===== config.mk =====
export PLATFORM = sky130hd
export DESIGN_NAME = serial_subtractor
export DESIGN_NICKNAME = d
export VERILOG_FILES = /design/src/rtl/serial_sub_pkg.sv /design/src/rtl/full_subtractor_cell.sv /design/src/rtl/serial_subtractor.sv
export SDC_FILE = /design/constraint.sdc
export NUM_CORES = 1
export LEC_CHECK = 0
export CAP_MARGIN = 20
export CORE_AREA = 3 3 101 74
export CTS_BUF_LIST = sky130_fd_sc_hd__clkbuf_16
export CTS_CLUSTER_DIAMETER = 40
export DETAILED_ROUTE_END_ITERATION = 8
export DIE_AREA = 0 0 104 77
export HOLD_SLACK_MARGIN = 0.15
export PLACE_DENSITY_LB_ADDON = 0.2
export REMOVE_ABC_BUFFERS = 1
export SLEW_MARGIN = 0
export SYNTH_ARGS = -nofsm -noshare
export SYNTH_HDL_FRONTEND = slang
export SYNTH_SLANG_ARGS = --single-unit

===== constraint.sdc =====
create_clock -name clk -period 1.3 [get_ports clk]
set_input_delay 0.26 -clock clk [delete_from_list [all_inputs] [get_ports clk]]
set_output_delay 0.26 -clock clk [all_outputs]
set_load 0.02 [all_outputs]

===== src/rtl/serial_sub_pkg.sv =====
// -----------------------------------------------------------------------------
// serial_sub_pkg
// Shared types and helpers for the bit-serial subtractor.
//   state_t   : FSM state encoding (IDLE, SHIFT, DONE), 2-bit logic enum
//   cnt_width : width of the bit counter needed to count 0 .. w-1
// -----------------------------------------------------------------------------
package serial_sub_pkg;

  typedef enum logic [1:0] {
    IDLE  = 2'd0,
    SHIFT = 2'd1,
    DONE  = 2'd2
  } state_t;

  // $clog2(1) is 0, so never return less than one bit.
  function automatic int cnt_width(input int w);
    return (w <= 2) ? 1 : $clog2(w);
  endfunction

endpackage


===== src/rtl/full_subtractor_cell.sv =====
// -----------------------------------------------------------------------------
// full_subtractor_cell
// One-bit full subtractor: computes x - y - bin.
//   x    : minuend bit
//   y    : subtrahend bit
//   bin  : borrow in from the less significant bit
//   d    : difference bit
//   bout : borrow out to the more significant bit
// -----------------------------------------------------------------------------
module full_subtractor_cell (
  input  logic x,
  input  logic y,
  input  logic bin,
  output logic d,
  output logic bout
);

  assign d    = x ^ y ^ bin;
  // Borrow when y exceeds x outright, or when x == y and a borrow is pending.
  assign bout = (~x & y) | (~(x ^ y) & bin);

endmodule


===== src/rtl/serial_subtractor.sv =====
// -----------------------------------------------------------------------------
// serial_subtractor
// Bit-serial unsigned subtractor, diff = a - b, one bit per clock, LSB first,
// through a single full_subtractor_cell and a borrow flip-flop.
//
// Handshakes: a transfer happens on a rising edge where valid && ready are
// both 1. Input side: in_valid/in_ready qualify a/b. Output side:
// out_valid/out_ready qualify diff/borrow, which stay stable while
// out_valid && !out_ready.
//
// Ports:
//   clk, rst_n    : clock, asynchronous active-low reset
//   in_valid      : a/b valid          in_ready  : operands can be accepted
//   a, b          : W-bit unsigned minuend / subtrahend
//   out_valid     : diff/borrow valid  out_ready : consumer takes result
//   diff          : a - b modulo 2^W   borrow    : 1 when a < b
//   o_dbg_state   : current FSM state (state_t encoding) for observation
//
// Optional build macro SERIAL_SUB_SAT_EN: when defined, a result with
// borrow = 1 presents diff as all zeros (saturating subtract).
// -----------------------------------------------------------------------------
module serial_subtractor
  import serial_sub_pkg::*;
#(
  parameter int W = 8
) (
  input  logic         clk,
  input  logic         rst_n,
  input  logic         in_valid,
  output logic         in_ready,
  input  logic [W-1:0] a,
  input  logic [W-1:0] b,
  output logic         out_valid,
  input  logic         out_ready,
  output logic [W-1:0] diff,
  output logic         borrow,
  output logic [1:0]   o_dbg_state
);

  localparam int CW = cnt_width(W);

  state_t         r_state;
  state_t         w_next_state;

  logic [W-1:0]   r_a_sh;
  logic [W-1:0]   r_b_sh;
  logic [W-1:0]   r_res;
  logic [W-1:0]   r_diff;
  logic [CW-1:0]  r_cnt;
  logic           r_bff;
  logic           r_borrow;

  logic           w_d;
  logic           w_bout;
  logic           w_last;
  logic [W-1:0]   w_res_next;

  full_subtractor_cell u_cell (
    .x    (r_a_sh[0]),
    .y    (r_b_sh[0]),
    .bin  (r_bff),
    .d    (w_d),
    .bout (w_bout)
  );

  assign w_last     = (r_cnt == CW'(W - 1));
  // New difference bit enters at the MSB; after W shifts the LSB of the
  // result has travelled down to bit 0.
  assign w_res_next = {w_d, {(W-1){1'b0}}} | (r_res >> 1);

  // ---------------------------------------------------------------------------
  // FSM state register
  // ---------------------------------------------------------------------------
  always_ff @(posedge clk or negedge rst_n) begin
    if (!rst_n) begin
      r_state <= IDLE;
    end else begin
      r_state <= w_next_state;
    end
  end

  // ---------------------------------------------------------------------------
  // FSM next state and handshake outputs
  // ---------------------------------------------------------------------------
  always_comb begin
    w_next_state = r_state;
    in_ready     = 1'b0;
    out_valid    = 1'b0;
    case (r_state)
      IDLE: begin
        in_ready = 1'b1;
        if (in_valid) begin
          w_next_state = SHIFT;
        end
      end
      SHIFT: begin
        if (w_last) begin
          w_next_state = DONE;
        end
      end
      DONE: begin
        out_valid = 1'b1;
        if (out_ready) begin
          w_next_state = IDLE;
        end
      end
      default: begin
        w_next_state = IDLE;
      end
    endcase
  end

  // ---------------------------------------------------------------------------
  // Datapath: operand shifters, result shifter, borrow flop, counter.
  // diff/borrow are separate registers loaded on the last SHIFT cycle so they
  // keep the previous result through IDLE and the next SHIFT.
  // ---------------------------------------------------------------------------
  always_ff @(posedge clk or negedge rst_n) begin
    if (!rst_n) begin
      r_a_sh   <= '0;
      r_b_sh   <= '0;
      r_res    <= '0;
      r_diff   <= '0;
      r_cnt    <= '0;
      r_bff    <= 1'b0;
      r_borrow <= 1'b0;
    end else begin
      case (r_state)
        IDLE: begin
          if (in_valid) begin
            r_a_sh <= a;
            r_b_sh <= b;
            r_cnt  <= '0;
            r_bff  <= 1'b0;
          end
        end
        SHIFT: begin
          r_a_sh <= r_a_sh >> 1;
          r_b_sh <= r_b_sh >> 1;
          r_res  <= w_res_next;
          r_bff  <= w_bout;
          r_cnt  <= r_cnt + 1'b1;
          if (w_last) begin
`ifdef SERIAL_SUB_SAT_EN
            r_diff <= w_bout ? '0 : w_res_next;
`else
            r_diff <= w_res_next;
`endif
            r_borrow <= w_bout;
          end
        end
        default: begin
        end
      endcase
    end
  end

  assign diff        = r_diff;
  assign borrow      = r_borrow;
  assign o_dbg_state = r_state;

endmodule


==> results of run 1 <==
## logic make-up after synthesis
| group | synth area share |
|---|---|
| AO/OA/AOI/OAI | 0.186 |
| flip-flops | 0.556 |
| buffers and inverters | 0.0615 |
| multiplexers | 0.123 |
| AND/OR/NAND/NOR | 0.0469 |
| adder cells (fa/ha/maj) | 0.0264 |
## how the worst max path moves through the flow
| stage | from | end | slack (ns) |
|---|---|---|---|
| finish | r_cnt[1] | diff[6] | -0.04 |
| global route | r_cnt[1] | diff[6] | -0.07 |
| CTS | r_cnt[1] | diff[6] | -0.05 |
| detailed placement | r_cnt[0] | diff[0] | -0.18 |
| global placement | in_valid | r_b_sh[3] | -0.14 |
| floorplan | o_dbg_state[1] | out_valid | -0.11 |
## cell type report
| type | instances | area (um2) |
|---|---|---|
| fillers | 659 | 4140 |
| flip-flops and latches | 38 | 952 |
| repair buffers | 55 | 508 |
| clock buffers | 5 | 125 |
| well taps | 94 | 118 |
| clock inverters | 3 | 12.5 |
| inverters | 4 | 15.0 |
| multi-input cells | 87 | 759 |
## power groups by stage
stage               Clock, mW  Sequential, mW  Combinational [mW]
finish                   1.14            2.19                2.70
detailed placement          0            2.17                2.45
global placement            0            2.14                2.39
floorplan                   0            2.29                1.32
global route             1.23            2.28                2.99
CTS                      1.17            2.16                2.50
## placed cells by master, fill, tap and decap left out, types with 5 or more instances in the layout
master            n
o22ai_1          19
o22ai_2           9
mux2_4           12
buf_4            15
dfrtp_1          37
o21ai_0           6
dlygate4sd2_1     8
a21oi_1          15
clkdlybuf4s50_1  18
clkbuf_16         5
## cell usage after synthesis, drive strengths merged
cell,instances,share of area
o21bai,1,0.0044
ha,2,0.015
mux2,15,0.12
buf,10,0.051
o21ai,7,0.020
nand2b,2,0.012
clkbuf,1,0.0022
nand2,5,0.011
o22ai,28,0.10
inv,4,0.0088
a21oi,15,0.044
nor2b,1,0.0037
dfrtp,38,0.56
o31ai,1,0.0044
nand3b,1,0.012
a22o,2,0.010
nor2,4,0.0088
fa,1,0.012
## state kept, by name, indices dropped and copies added (netlist names)
name         cells
borrow           1
diff             8
o_dbg_state      2
r_a_sh           8
r_b_sh           8
r_bff            1
r_cnt            3
r_res            7
## stage by stage
stage	std cells	cell area, um2	utilization
after floorplan	127	1620	-
after global placement	269	2180	0.329
after detailed placement	269	2180	0.329
after CTS	281	2370	0.357
after global routing	286	2490	0.375
final	286	2490	0.375
## per-layer routing
layer / up-vias / track usage
met3: 5 / 0.0370
met5: - / 0
met1: 654 / 0.145
met4: 0 / 0.0239
met2: 28 / 0.180
li1: 623 / -
## what timing repair did
item	in CTS	in global routing
hold buffers	1	0
gates cloned	2	1
pin swaps	2	2
resized for setup	26	24
hold endpoints to repair	15	0
endpoints found under the setup margin	37	29
buffers inserted	1	4
## critical path, stage by stage (launching register included)
cell and delay, ns:
dfrtp_1 0.39, ha_2 0.19, ha_4 0.18, nand3b_4 0.14, mux2_4 0.31
==> summary.txt, run 1 <==
Status = finished with violations
Failing checks = setup timing
Post-place setup slack = -0.178 ns
PwrDens = 2420 nW/um2
Die ar. = 8010 um2
N_diodes = 0
CTS tree = done
Initial Util = 0.258
WL met2 = 1940 um
Worst Hold Margin = 0.448 ns
Reg2reg setup slack = -0.04 ns
Final setup fails = 8
Reg2reg end = diff[6]
VDD IR max = 650 uV
Relative slew margins = 0.728
Clk buf depth = 2
Clock Skews = 0.00639 ns
Crit start category = flop
Per-cell routed wire length = 14.4 um
Routability Congestion = 0.762
Period utilization = 1.03
Fraction of layout cells with a size suffix above 1 = 0.349
M1 WL = 1970 um
P_int = 3.96 mW
Worst Max-Slew Pin Slew = 0.408 ns
Switching power share of the total = 0.343
Tightest Hold Check Type = in -> async
Nature of the critical path endpoint = flop
Gr usage total = 0.111
Via count = 1310
Comb power frac = 0.447
Sw power = 2.07 mW
Total of max-cap violations = 0
DR vias/cell = 4.58
Worst EP arrival = 1.50 ns
Seq pwr share = 0.363
Antenna violations before repair = 0
PnR worst setup slack = -0.0373 ns
Synthesis-stage register bit count = 38
Num rows = 25
Final Hold Fails = 0
IO Pins = 33
Largest net degree at the start of global routing = 18
RSZ-0062 raised after global routing = true
Crit Path Class = reg -> reg
TritonRoute pass-1 iters = 4
Clock transition at path regs = 0.05 ns
Initial drt markers = 49
Pleak = 1.11 nW
Req. time, crit path = 1.46 ns
Die width = 104 um
Clk pwr share = 0.189
Synth Area per Inst = 12.4 um2
# DRC = 0
Synth Cell Area = 1710 um2
TNS Setup = -0.220 ns
FF-to-FF path depth = 4
Clock tree sinks = 38
CTS H-tree lvls = 2
Vias in the first global route = 1392
Core Region = 6630 um2
Hpwl dp = 2690 um
Top layer reached by signal wires = met4
Area Overhead vs Synth = 45.7%
GRT overflow = 0
Pwr Total = 6.03 mW
Final worst path period need = 1.34 ns
Routed Antenna Nets = 0
Root Buffer = clkbuf_16
Nets@finish = 214
Post-Syn Instances = 138
Clock Latency Late Sink = 0.28 ns
Synth unique cells = 24
Routed wl met3 = 184 um
CP max FO = 5
Total CTS buffers = 5
Ys Warns = 0
Max Slew Vio Count = 0
Die height = 77 um
Final WL = 4110 um
First-pass GRT wire length = 7150 um
FF-to-FF Start = r_cnt[1]
I/O Buffers = 32
Max Freq = 748 MHz
Register area share after synthesis = 0.556
No activity file was read; power rests on OpenSTA's default activity.
==> run 2: changes to the inputs <==
--- a/config.mk
+++ b/config.mk
@@ -5,7 +5,6 @@
 export SDC_FILE = /design/constraint.sdc
 export NUM_CORES = 1
 export LEC_CHECK = 0
-export CAP_MARGIN = 20
 export CORE_AREA = 3 3 101 74
 export CTS_BUF_LIST = sky130_fd_sc_hd__clkbuf_16
 export CTS_CLUSTER_DIAMETER = 40
==> results of run 2 <==
The final DEF is identical to that of run 1; final timing and power are the same.
